## config.mk

```make
export PLATFORM = sky130hd
export DESIGN_NAME = ws2812_apb_driver
export DESIGN_NICKNAME = d
export VERILOG_FILES = /design/src/rtl/ws2812_apb_driver.sv
export SDC_FILE = /design/constraint.sdc
export NUM_CORES = 1
export LEC_CHECK = 0
export ABC_CLOCK_PERIOD_IN_PS = 4150
export BUFFER_PORTS_ARGS = -buffer_cell sky130_fd_sc_hd__buf_2
export CORE_MARGIN = 2
export CORE_UTILIZATION = 49
export CTS_BUF_LIST = sky130_fd_sc_hd__clkbuf_16
export DETAILED_ROUTE_END_ITERATION = 8
export PLACE_DENSITY = 0.7
export SLEW_MARGIN = 10
export SYNTH_ARGS = -nofsm -noshare
export SYNTH_HDL_FRONTEND = slang
export SYNTH_SLANG_ARGS = --single-unit
```

## constraint.sdc

```tcl
create_clock -name PCLK -period 4.15 [get_ports PCLK]
set_input_delay 0.415 -clock PCLK [delete_from_list [all_inputs] [get_ports PCLK]]
set_output_delay 0.415 -clock PCLK [all_outputs]
set_load 0.005 [all_outputs]
```

## src/rtl/ws2812_apb_driver.sv

```systemverilog
// APB3 peripheral that streams a pixel RAM to a WS2812-style LED chain as NRZ pulses.
// Supports single-shot or auto-repeating frames, a frame counter and a DONE interrupt.
module ws2812_apb_driver #(
    parameter int NUM_LEDS     = 8,
    parameter int BIT_CYCLES   = 125,
    parameter int T0H_CYCLES   = 40,
    parameter int T1H_CYCLES   = 80,
    parameter int RESET_CYCLES = 5000
) (
    input  logic        PCLK,
    input  logic        PRESERN,
    input  logic        PSEL,
    input  logic        PENABLE,
    input  logic        PWRITE,
    input  logic [31:0] PADDR,
    input  logic [31:0] PWDATA,
    output logic [31:0] PRDATA,
    output logic        PREADY,
    output logic        PSLVERR,
    output logic        LED,
    output logic        IRQ
);

    localparam int PWM_W = $clog2(BIT_CYCLES + T1H_CYCLES);
    localparam int LAT_W = $clog2(RESET_CYCLES + 1);
    localparam int IDX_W = (NUM_LEDS > 1) ? $clog2(NUM_LEDS) : 1;

    localparam logic [6:0] A_CTRL   = 7'd0;
    localparam logic [6:0] A_STATUS = 7'd1;
    localparam logic [6:0] A_FCNT   = 7'd2;

    typedef enum logic [1:0] {
        ST_IDLE  = 2'd0,
        ST_SEND  = 2'd1,
        ST_LATCH = 2'd2
    } state_t;

    state_t            state_r;
    logic              busy_r;
    logic              auto_r;
    logic              irq_en_r;
    logic              done_r;
    logic              irq_r;
    logic              led_r;
    logic [15:0]       frame_cnt_r;
    logic [23:0]       shift_r;
    logic [4:0]        bit_ptr_r;
    logic [PWM_W-1:0]  pwm_r;
    logic [LAT_W-1:0]  lat_cnt_r;
    logic [IDX_W-1:0]  led_idx_r;
    logic [23:0]       pix_r [NUM_LEDS];

    logic              wr_s;
    logic [6:0]        word_s;
    logic [5:0]        pix_sel_s;
    logic              ctrl_wr_s;
    logic              status_wr_s;
    logic              pix_wr_s;
    logic              start_s;
    logic              frame_end_s;
    logic              done_nxt_s;
    logic              irq_en_nxt_s;
    logic [IDX_W-1:0]  next_idx_s;
    logic [23:0]       next_pix_s;
    logic              unused_s;

    // High phase of a bit slot: a 1 bit stays high longer than a 0 bit.
    function automatic logic bit_level(input logic b, input logic [PWM_W-1:0] p);
        if (b) begin
            return (p < PWM_W'(T1H_CYCLES));
        end else begin
            return (p < PWM_W'(T0H_CYCLES));
        end
    endfunction

    assign wr_s        = PSEL & PENABLE & PWRITE;
    assign word_s      = PADDR[8:2];
    assign pix_sel_s   = word_s[5:0];
    assign ctrl_wr_s   = wr_s && (word_s == A_CTRL);
    assign status_wr_s = wr_s && (word_s == A_STATUS);
    assign pix_wr_s    = wr_s && word_s[6];
    assign start_s     = ctrl_wr_s & PWDATA[0];
    assign frame_end_s = (state_r == ST_LATCH) && (lat_cnt_r == LAT_W'(RESET_CYCLES - 1));
    assign next_idx_s  = led_idx_r + IDX_W'(1);
    assign next_pix_s  = pix_r[next_idx_s];
    assign unused_s    = ^{PADDR[31:9], PADDR[1:0], PWDATA[31:24]};

    assign PREADY  = 1'b1;
    assign PSLVERR = 1'b0;
    assign LED     = led_r;
    assign IRQ     = irq_r;

    // Next DONE / IRQ_EN values; a frame completion outranks a same-cycle W1C.
    always_comb begin
        done_nxt_s   = done_r;
        irq_en_nxt_s = irq_en_r;
        if (frame_end_s) begin
            done_nxt_s = 1'b1;
        end else if (status_wr_s && PWDATA[1]) begin
            done_nxt_s = 1'b0;
        end else begin
            done_nxt_s = done_r;
        end
        if (ctrl_wr_s) begin
            irq_en_nxt_s = PWDATA[2];
        end else begin
            irq_en_nxt_s = irq_en_r;
        end
    end

    // Pixel RAM; only in-range indices are writable.
    always_ff @(posedge PCLK) begin
        for (int i = 0; i < NUM_LEDS; i++) begin
            if (!PRESERN) begin
                pix_r[i] <= 24'd0;
            end else if (pix_wr_s && (pix_sel_s == 6'(i))) begin
                pix_r[i] <= PWDATA[23:0];
            end
        end
    end

    // Control register bits.
    always_ff @(posedge PCLK) begin
        if (!PRESERN) begin
            auto_r   <= 1'b0;
            irq_en_r <= 1'b0;
        end else begin
            irq_en_r <= irq_en_nxt_s;
            if (ctrl_wr_s) begin
                auto_r <= PWDATA[1];
            end
        end
    end

    // Frame sequencer: bit-slot PWM, pixel fetch, latch period and status.
    always_ff @(posedge PCLK) begin
        if (!PRESERN) begin
            state_r     <= ST_IDLE;
            busy_r      <= 1'b0;
            done_r      <= 1'b0;
            irq_r       <= 1'b0;
            led_r       <= 1'b0;
            frame_cnt_r <= 16'd0;
            shift_r     <= 24'd0;
            bit_ptr_r   <= 5'd0;
            pwm_r       <= PWM_W'(0);
            lat_cnt_r   <= LAT_W'(0);
            led_idx_r   <= IDX_W'(0);
        end else begin
            done_r <= done_nxt_s;
            irq_r  <= done_nxt_s & irq_en_nxt_s;
            if (frame_end_s) begin
                frame_cnt_r <= frame_cnt_r + 16'd1;
            end
            case (state_r)
                ST_IDLE: begin
                    led_r <= 1'b0;
                    if (start_s) begin
                        state_r   <= ST_SEND;
                        busy_r    <= 1'b1;
                        led_idx_r <= IDX_W'(0);
                        shift_r   <= pix_r[0];
                        bit_ptr_r <= 5'd23;
                        pwm_r     <= PWM_W'(0);
                        led_r     <= bit_level(pix_r[0][23], PWM_W'(0));
                    end
                end
                ST_SEND: begin
                    if (pwm_r == PWM_W'(BIT_CYCLES - 1)) begin
                        pwm_r <= PWM_W'(0);
                        if (bit_ptr_r == 5'd0) begin
                            if (led_idx_r == IDX_W'(NUM_LEDS - 1)) begin
                                state_r   <= ST_LATCH;
                                lat_cnt_r <= LAT_W'(0);
                                led_r     <= 1'b0;
                            end else begin
                                led_idx_r <= next_idx_s;
                                shift_r   <= next_pix_s;
                                bit_ptr_r <= 5'd23;
                                led_r     <= bit_level(next_pix_s[23], PWM_W'(0));
                            end
                        end else begin
                            bit_ptr_r <= bit_ptr_r - 5'd1;
                            led_r     <= bit_level(shift_r[bit_ptr_r - 5'd1], PWM_W'(0));
                        end
                    end else begin
                        pwm_r <= pwm_r + PWM_W'(1);
                        led_r <= bit_level(shift_r[bit_ptr_r], pwm_r + PWM_W'(1));
                    end
                end
                ST_LATCH: begin
                    led_r <= 1'b0;
                    if (frame_end_s) begin
                        if (auto_r) begin
                            state_r   <= ST_SEND;
                            led_idx_r <= IDX_W'(0);
                            shift_r   <= pix_r[0];
                            bit_ptr_r <= 5'd23;
                            pwm_r     <= PWM_W'(0);
                            led_r     <= bit_level(pix_r[0][23], PWM_W'(0));
                        end else begin
                            state_r <= ST_IDLE;
                            busy_r  <= 1'b0;
                        end
                    end else begin
                        lat_cnt_r <= lat_cnt_r + LAT_W'(1);
                    end
                end
                default: begin
                    state_r <= ST_IDLE;
                    busy_r  <= 1'b0;
                    led_r   <= 1'b0;
                end
            endcase
        end
    end

    // Read mux, combinational from PADDR.
    always_comb begin
        PRDATA = 32'd0;
        if (word_s[6]) begin
            for (int i = 0; i < NUM_LEDS; i++) begin
                if (pix_sel_s == 6'(i)) begin
                    PRDATA = {8'd0, pix_r[i]};
                end
            end
        end else begin
            case (word_s)
                A_CTRL:   PRDATA = {29'd0, irq_en_r, auto_r, 1'b0};
                A_STATUS: PRDATA = {30'd0, done_r, busy_r};
                A_FCNT:   PRDATA = {16'd0, frame_cnt_r};
                default:  PRDATA = 32'd0;
            endcase
        end
    end

endmodule

```

==> reports/qor.txt, run 1 <==
Lkg Pwr -> 0.00560 uW
Slowest CP cell -> or4b_1
Cts-stage hold buffer count -> 0
CORE AREA -> 0.0296 mm2
YS warnings -> 0
Placed Cells incl. Taps -> 1690
Setup Viol. Count Final -> 0
Sw Pwr -> 1400 uW
Synth async-reset ratio -> 0
Worst R2R Setup Slack -> 1270 ps
Clk Latency, worst-skew pair -> 580 ps
CTS clk-pin slew, worst paths -> 60 ps
Share of cells above drive strength 1 -> 0.189
Worst Clk Skew -> 40.7 ps
TritonCTS clock tree -> yes
Initial DRC Count -> 1452
Post-synth EDFFs -> 192
Combinational power share -> 0.062
WP data required -> 3730 ps
Total grt overflow -> 0
Worst r2r src -> bit_ptr_r[0]
Vias in the first global route -> 10800
Initial core utilization -> 0.497
Critical Path AT -> 2910 ps
Worst relative slew slack -> 0.176
Drc violations -> 0
Die Span Y -> 177 um
Mapped Cells -> 1299
Largest net degree at the start of global routing -> 51
Number of gates resized after cts -> 0
Fin util -> 0.554
Status -> finished clean
ANT cells -> 0
Reg-to-Reg End -> shift_r[16]
CTS root buf -> clkbuf_16
Most used DFF post-synth -> edfxtp_1
Critical path capture point type -> output pin
Hold Startpoint -> PWDATA[13]
Final ANT Viol Nets -> 0
Net Sw Frac -> 0.231
Unique cell type count in the Yosys netlist -> 81
TritonCTS buffer count -> 30
Total GRT Usage -> 0.269
Post-Synthesis Cell Area -> 0.0147 mm2
Synth Register Bits -> 269
Startpoint Class -> input pin
Cells on worst reg2reg path -> 7
Max clock buf depth -> 3
Tcrit/Tclk final -> 0.802
Final wirelength -> 42000 um
Drt wl/cell -> 24.1 um
Min cycle time layout -> 3330 ps
Synth Area per Inst -> 11.3 um2
Vias post-DR -> 11200
# port buffers -> 61
Final TNS setup -> 0 ps
Area growth syn-to-layout -> 11.4%
Worst Hold Depth -> 2
Number of max-cap violations -> 0
Worst path max stage delay -> 690 ps
Fill count -> 2566
# H-tree levels -> 1
I/O pin count -> 105
Final Hold Vio Count -> 0
Setup CP Type -> in -> out
Die width -> 177 um
Fmax -> 300 MHz
Cell Pwr Density -> 369 mW/mm2
Cell Count, Final, Fillers Out -> 1745
Vias per std cell -> 6.39
Overall die area -> 0.0314 mm2
FP Rows -> 63
Crit-path cells -> buf_2 -> or4b_1 -> buf_4 -> nor2_2 -> nor2_1 -> a2111oi_0 -> a311oi_1 -> buf_2
Internal power -> 4660 uW
Post-DP HPWL -> 27200 um
Final GP Congestion -> 0.858
Hold Path Class -> in -> reg
Critical path's top delay family -> simple AND/OR/NAND/NOR gates
First-pass GRT wire length -> 64000 um
Fin nets -> 1408
Critical path fanouts, max -> 15
Max rail drop VDD -> 0.336 mV
Seq/Total Area, Yosys -> 0.496
Clock share of power -> 0.438
CP most frequent cell -> buf_2
Seq pwr share -> 0.500
Buffers & Inverters on Critical Path -> 3
TritonCTS Sinks -> 269
RSZ-0062 raised after global routing -> no
Setup bufs post-CTS -> 0
Initial antenna violation count -> 1
Drt pass-1 iters -> 5
Slew Limit Fails -> 0
Transition time of the tightest slew-check pin -> 1230 ps
Hold EP -> pix_r[5][13]
## logic make-up after synthesis
| family | share of synthesized area |
|---|---|
| and+or+nand+nor | 0.181 |
| AOI/OAI and AO/OA | 0.123 |
| DFF | 0.496 |
| muxes | 0.144 |
| buffers and inverters | 0.0435 |
| xor gates and xnor gates | 0.00535 |
| adders and majority gates | 0.00595 |
| other | 0.000510 |
## through the flow
step	hold slack, ps	area (um2)	power [uW]	worst slack, ps
after detailed placement	441	15400	3450	839
final	194	16400	6060	822
after CTS	191	16400	6070	887
after global routing	207	16400	6210	667
after floorplan	427	14800	3280	382
after global placement	440	15400	3440	868
## placed cells by master (no fill, tap or decap), types with 48 or more instances in the layout
cell type,Yosys,final
edfxtp_1,192,192
o21ai_0,55,48
nand2_1,56,56
buf_2,10,61
dfxtp_1,77,76
a21oi_1,73,73
mux2i_1,64,64
mux4_2,59,59
and2_1,192,192
nor2_1,77,76
## registers in the layout (all words and copies together) (netlist names), 2 cells and up
signal	count
frame_cnt_r	16
lat_cnt_r	13
pix_r	192
led_idx_r	3
pwm_r	8
bit_ptr_r	5
shift_r	24
state_r	2
## cell usage after synthesis (4+ instances only)
library cell,n,share of area
o21ai_0,55,0.019
and4_1,4,0.0024
a21oi_1,73,0.025
a32oi_1,4,0.0024
mux4_2,59,0.090
and2_1,192,0.082
nor2b_1,4,0.0017
nor4_1,6,0.0025
dfxtp_1,77,0.10
ha_1,7,0.0059
nor2_1,77,0.020
mux2_2,14,0.011
nand3_1,31,0.011
o21a_1,7,0.0036
xnor2_1,8,0.0048
edfxtp_1,192,0.39
o211ai_1,4,0.0020
a31oi_1,5,0.0021
o221ai_1,14,0.0083
buf_6,5,0.0038
a22oi_1,12,0.0061
or4_1,12,0.0061
o2bb2ai_1,26,0.015
inv_1,22,0.0056
nand4_1,8,0.0034
mux2i_1,64,0.044
o31ai_1,12,0.0061
nand2_1,56,0.014
buf_4,10,0.0051
nand2b_1,13,0.0055
clkbuf_1,67,0.017
buf_2,10,0.0034
and3_1,8,0.0034
a211oi_1,6,0.0031
clkbuf_8,5,0.0047
o22ai_1,14,0.0059
a311oi_1,5,0.0030
buf_1,15,0.0038
nor3_1,26,0.0088
or3_1,6,0.0025
## power by group through the flow
stage	Clock [uW]	Sequential, uW	Combinational (uW)
CTS	2670	3030	370
global placement	0	3080	362
finish	2650	3030	375
floorplan	0	3060	217
global route	2770	3040	397
detailed placement	0	3080	368
## worst max path at each step
stage / startpoint / endpoint / cells past startpoint
finish: PADDR[5] / PRDATA[15] / 8
floorplan: PADDR[5] / pix_r[4][0] / 5
global placement: PADDR[5] / pix_r[5][10] / 7
detailed placement: PADDR[5] / pix_r[5][12] / 7
global route: PADDR[5] / PRDATA[15] / 8
CTS: PADDR[5] / PRDATA[15] / 8
## layout make-up
class / count / area (um2) / share of cell area
clock buffer: 30 / 751 / 0.0458
clock inverter: 25 / 233 / 0.0142
inverter: 22 / 82.6 / 0.00503
multi-input combinational: 904 / 6870 / 0.419
sequential: 269 / 7310 / 0.446
tap: 390 / 488 / 0.0297
timing repair buffer: 105 / 673 / 0.0410
## routing by layer
metal,GRT usage,part of all wire,up-vias
met4,0.0943,0.036,2
met3,0.0439,0.089,106
met2,0.438,0.48,572
li1,-,-,4968
met5,0,0.00031,-
met1,0.366,0.40,5510
No activity file was read; power rests on OpenSTA's default activity.
==> run 2, diff against run 1 <==
--- a/config.mk
+++ b/config.mk
@@ -5,13 +5,13 @@
 export SDC_FILE = /design/constraint.sdc
 export NUM_CORES = 1
 export LEC_CHECK = 0
-export ABC_CLOCK_PERIOD_IN_PS = 4150
+export ABC_CLOCK_PERIOD_IN_PS = 2980
 export BUFFER_PORTS_ARGS = -buffer_cell sky130_fd_sc_hd__buf_2
 export CORE_MARGIN = 2
 export CORE_UTILIZATION = 49
 export CTS_BUF_LIST = sky130_fd_sc_hd__clkbuf_16
 export DETAILED_ROUTE_END_ITERATION = 8
-export PLACE_DENSITY = 0.7
+export PLACE_DENSITY = 0.73
 export SLEW_MARGIN = 10
 export SYNTH_ARGS = -nofsm -noshare
 export SYNTH_HDL_FRONTEND = slang
==> constraint.sdc (replaced) <==
create_clock -name PCLK -period 2.98 [get_ports PCLK]
set_input_delay 0.298 -clock PCLK [delete_from_list [all_inputs] [get_ports PCLK]]
set_output_delay 0.298 -clock PCLK [all_outputs]
set_load 0.005 [all_outputs]
==> run 2 against run 1 <==
Net effect: sequential cell count unchanged; non-clock buffer count is 29 higher; first-iteration DRC count is 4.5% lower; largest cell class unchanged; cell count grew 1.5%; clock power up 32%; clock skew barely moved.
==> reports/qor.txt, run 2 (synthesized netlist as in run 1, its figures left out) <==
Setup Viol. Count Final -> 0 (unchanged)
FP Rows -> 63 (unchanged)
Cell Pwr Density -> 496 mW/mm2 (+34%)
Largest net degree at the start of global routing -> 51 (unchanged)
Number of max-cap violations -> 0 (unchanged)
Tcrit/Tclk final -> 0.933
Worst relative slew slack -> 0.442 (+0.266)
Total grt overflow -> 0 (unchanged)
Critical path's top delay family -> compound AO/OA/AOI/OAI gates
Drt wl/cell -> 23.6 um (-2.1%)
TritonCTS Sinks -> 269 (unchanged)
Worst Clk Skew -> 41.0 ps (+0.240 ps)
Final Hold Vio Count -> 0 (unchanged)
Vias per std cell -> 6.29 (-1.6%)
Post-DP HPWL -> 27600 um (+1.5%)
Critical Path AT -> 2480 ps (-430 ps)
Hold Path Class -> in -> reg
Fmax -> 360 MHz
Biggest regs -> pix_r: 192 flops, shift_r: 24 flops, frame_cnt_r: 16 flops
Number of gates resized after cts -> 0 (unchanged)
CP Launch Point -> pix_r[0][15]
Min cycle time layout -> 2780 ps
CORE AREA -> 0.0296 mm2 (unchanged)
Drc violations -> 0 (unchanged)
Setup bufs post-CTS -> 0 (unchanged)
Cts-stage hold buffer count -> 0 (unchanged)
Die width -> 177 um (unchanged)
Lkg Pwr -> 0.00574 uW (+2.4%)
I/O pin count -> 105 (unchanged)
Worst r2r src -> bit_ptr_r[0]
Worst Hold Depth -> 2 (unchanged)
Most Crowded Layer GR -> met2
Share of cells above drive strength 1 -> 0.202 (+0.0132)
Worst path max stage delay -> 480 ps (-210 ps)
Final wirelength -> 41700 um (-0.61%)
Transition time of the tightest slew-check pin -> 837 ps (-398 ps)
Initial core utilization -> 0.497 (unchanged)
Hold Startpoint -> PWDATA[4]
Setup CP Type -> reg -> out
Vias in the first global route -> 10900 (+1.2%)
# port buffers -> 61 (unchanged)
Clk Latency, worst-skew pair -> 590 ps (about the same)
CTS clk-pin slew, worst paths -> 60 ps (about the same)
Final TNS setup -> 0 ps (unchanged)
Startpoint Class -> flop
CTS root buf -> clkbuf_16
Crit path capture -> PRDATA[15]
TritonCTS buffer count -> 30 (unchanged)
Grt met3 use -> 0.0510 (+0.00707)
Vias post-DR -> 11100 (-0.13%)
Drt pass-1 iters -> 6 (+1)
Max clock buf depth -> 3 (unchanged)
Final GP Congestion -> 0.876 (+2.2%)
Die Span Y -> 177 um (unchanged)
Initial DRC Count -> 1387 (-4.5%)
Critical path capture point type -> output pin
Commonest non-fill, non-tap cells in the layout -> and2_1, edfxtp_1, nor2_1
Max rail drop VDD -> 0.503 mV (+49%)
Crit-path cells -> mux4_2 -> a21oi_1 -> nor2_1 -> a2111oi_0 -> a311oi_1 -> buf_2
Critical path depth in cells -> 6 (-2)
M2 GR Usage -> 0.449 (+0.0110)
Register bank with the most flops -> pix_r
Reg-to-Reg End -> lat_cnt_r[5]
Grt met1 use -> 0.344 (-0.0218)
DP Worst Slack -> 312 ps (-528 ps)
Buffers & Inverters on Critical Path -> 1 (-2)
Final ANT Viol Nets -> 0 (unchanged)
RSZ-0062 raised after global routing -> no
Critical path fanouts, max -> 3 (-12)
Total GRT Usage -> 0.269 (about the same)
Slew Limit Fails -> 0 (unchanged)
Cells on worst reg2reg path -> 7 (unchanged)
Final WS setup -> 201 ps (-621 ps)
Slowest CP cell -> mux4_2
First-pass GRT wire length -> 64100 um (+0.17%)
Area growth syn-to-layout -> 12.7%
Worst R2R Setup Slack -> 380 ps (-890 ps)
Fin nets -> 1437 (+2.1%)
WP data required -> 2680 ps (-1050 ps)
Overall die area -> 0.0314 mm2 (unchanged)
TritonCTS clock tree -> yes
Initial antenna violation count -> 2 (+1)
Status -> finished clean
# H-tree levels -> 1 (unchanged)
Number of flip-flops in the largest register -> 192 (unchanged)
run 2: cell types whose count changed in the layout (fill, tap and decap cells not counted), sizes merged:
cell      delta
clkinv       +6
inv          -2
clkinvlp     -6
diode        +1
bufinv       -2
buf         +29
run 2: final cells by class:
type,instances,area [um2]
antenna,1,2.50
clock buffer,30,751
fill,2531,13000
multi-input combinational,904,6870
tap,390,488
clock inverter,21,165
sequential,269,7310
timing repair buffer,134,928
inverter,22,82.6
run 2: worst min path at each step:
stage	end	slack, ps
finish	pix_r[6][4]	80
global route	pix_r[1][11]	90
CTS	pix_r[0][4]	60
detailed placement	shift_r[22]	440
global placement	shift_r[16]	440
floorplan	shift_r[7]	430
run 2: metrics by stage:
stage | std cells | hold slack [ps] | cell area (um2) | util | total power [uW]
detailed placement | 1719 | 444 | 15700 | 0.529 | 4820
finish | 1771 | 78.6 | 16600 | 0.560 | 8240
floorplan | 1307 | 427 | 14800 | - | 4570
global placement | 1719 | 439 | 15700 | 0.529 | 4800
CTS | 1770 | 61.6 | 16600 | 0.560 | 8260
global route | 1771 | 87.3 | 16600 | 0.560 | 8460
run 2: report_power, final:
| part | internal [uW] | leakage, uW | switching (uW) |
|---|---|---|---|
| sequential | 4140 | 0.00244 | 83.6 |
| combinational | 200 | 0.00283 | 334 |
| clock | 1980 | 0.000467 | 1500 |
run 2: worst reg2reg max path, stage by stage (launching register included):
cell and delay (ps):
dfxtp_1 310, inv_1 50, ha_1 220, or4b_4 540, nor4_4 390, a22oi_2 310, or4_1 570, a21oi_1 140
run 2: metal layers:
layer | part of all wire | routed length, um | up-vias
met5 | 0.00017 | 7 | -
met1 | 0.38 | 16000 | 5434
li1 | - | - | 5010
met2 | 0.49 | 20300 | 583
met3 | 0.091 | 3810 | 114
met4 | 0.040 | 1670 | 2
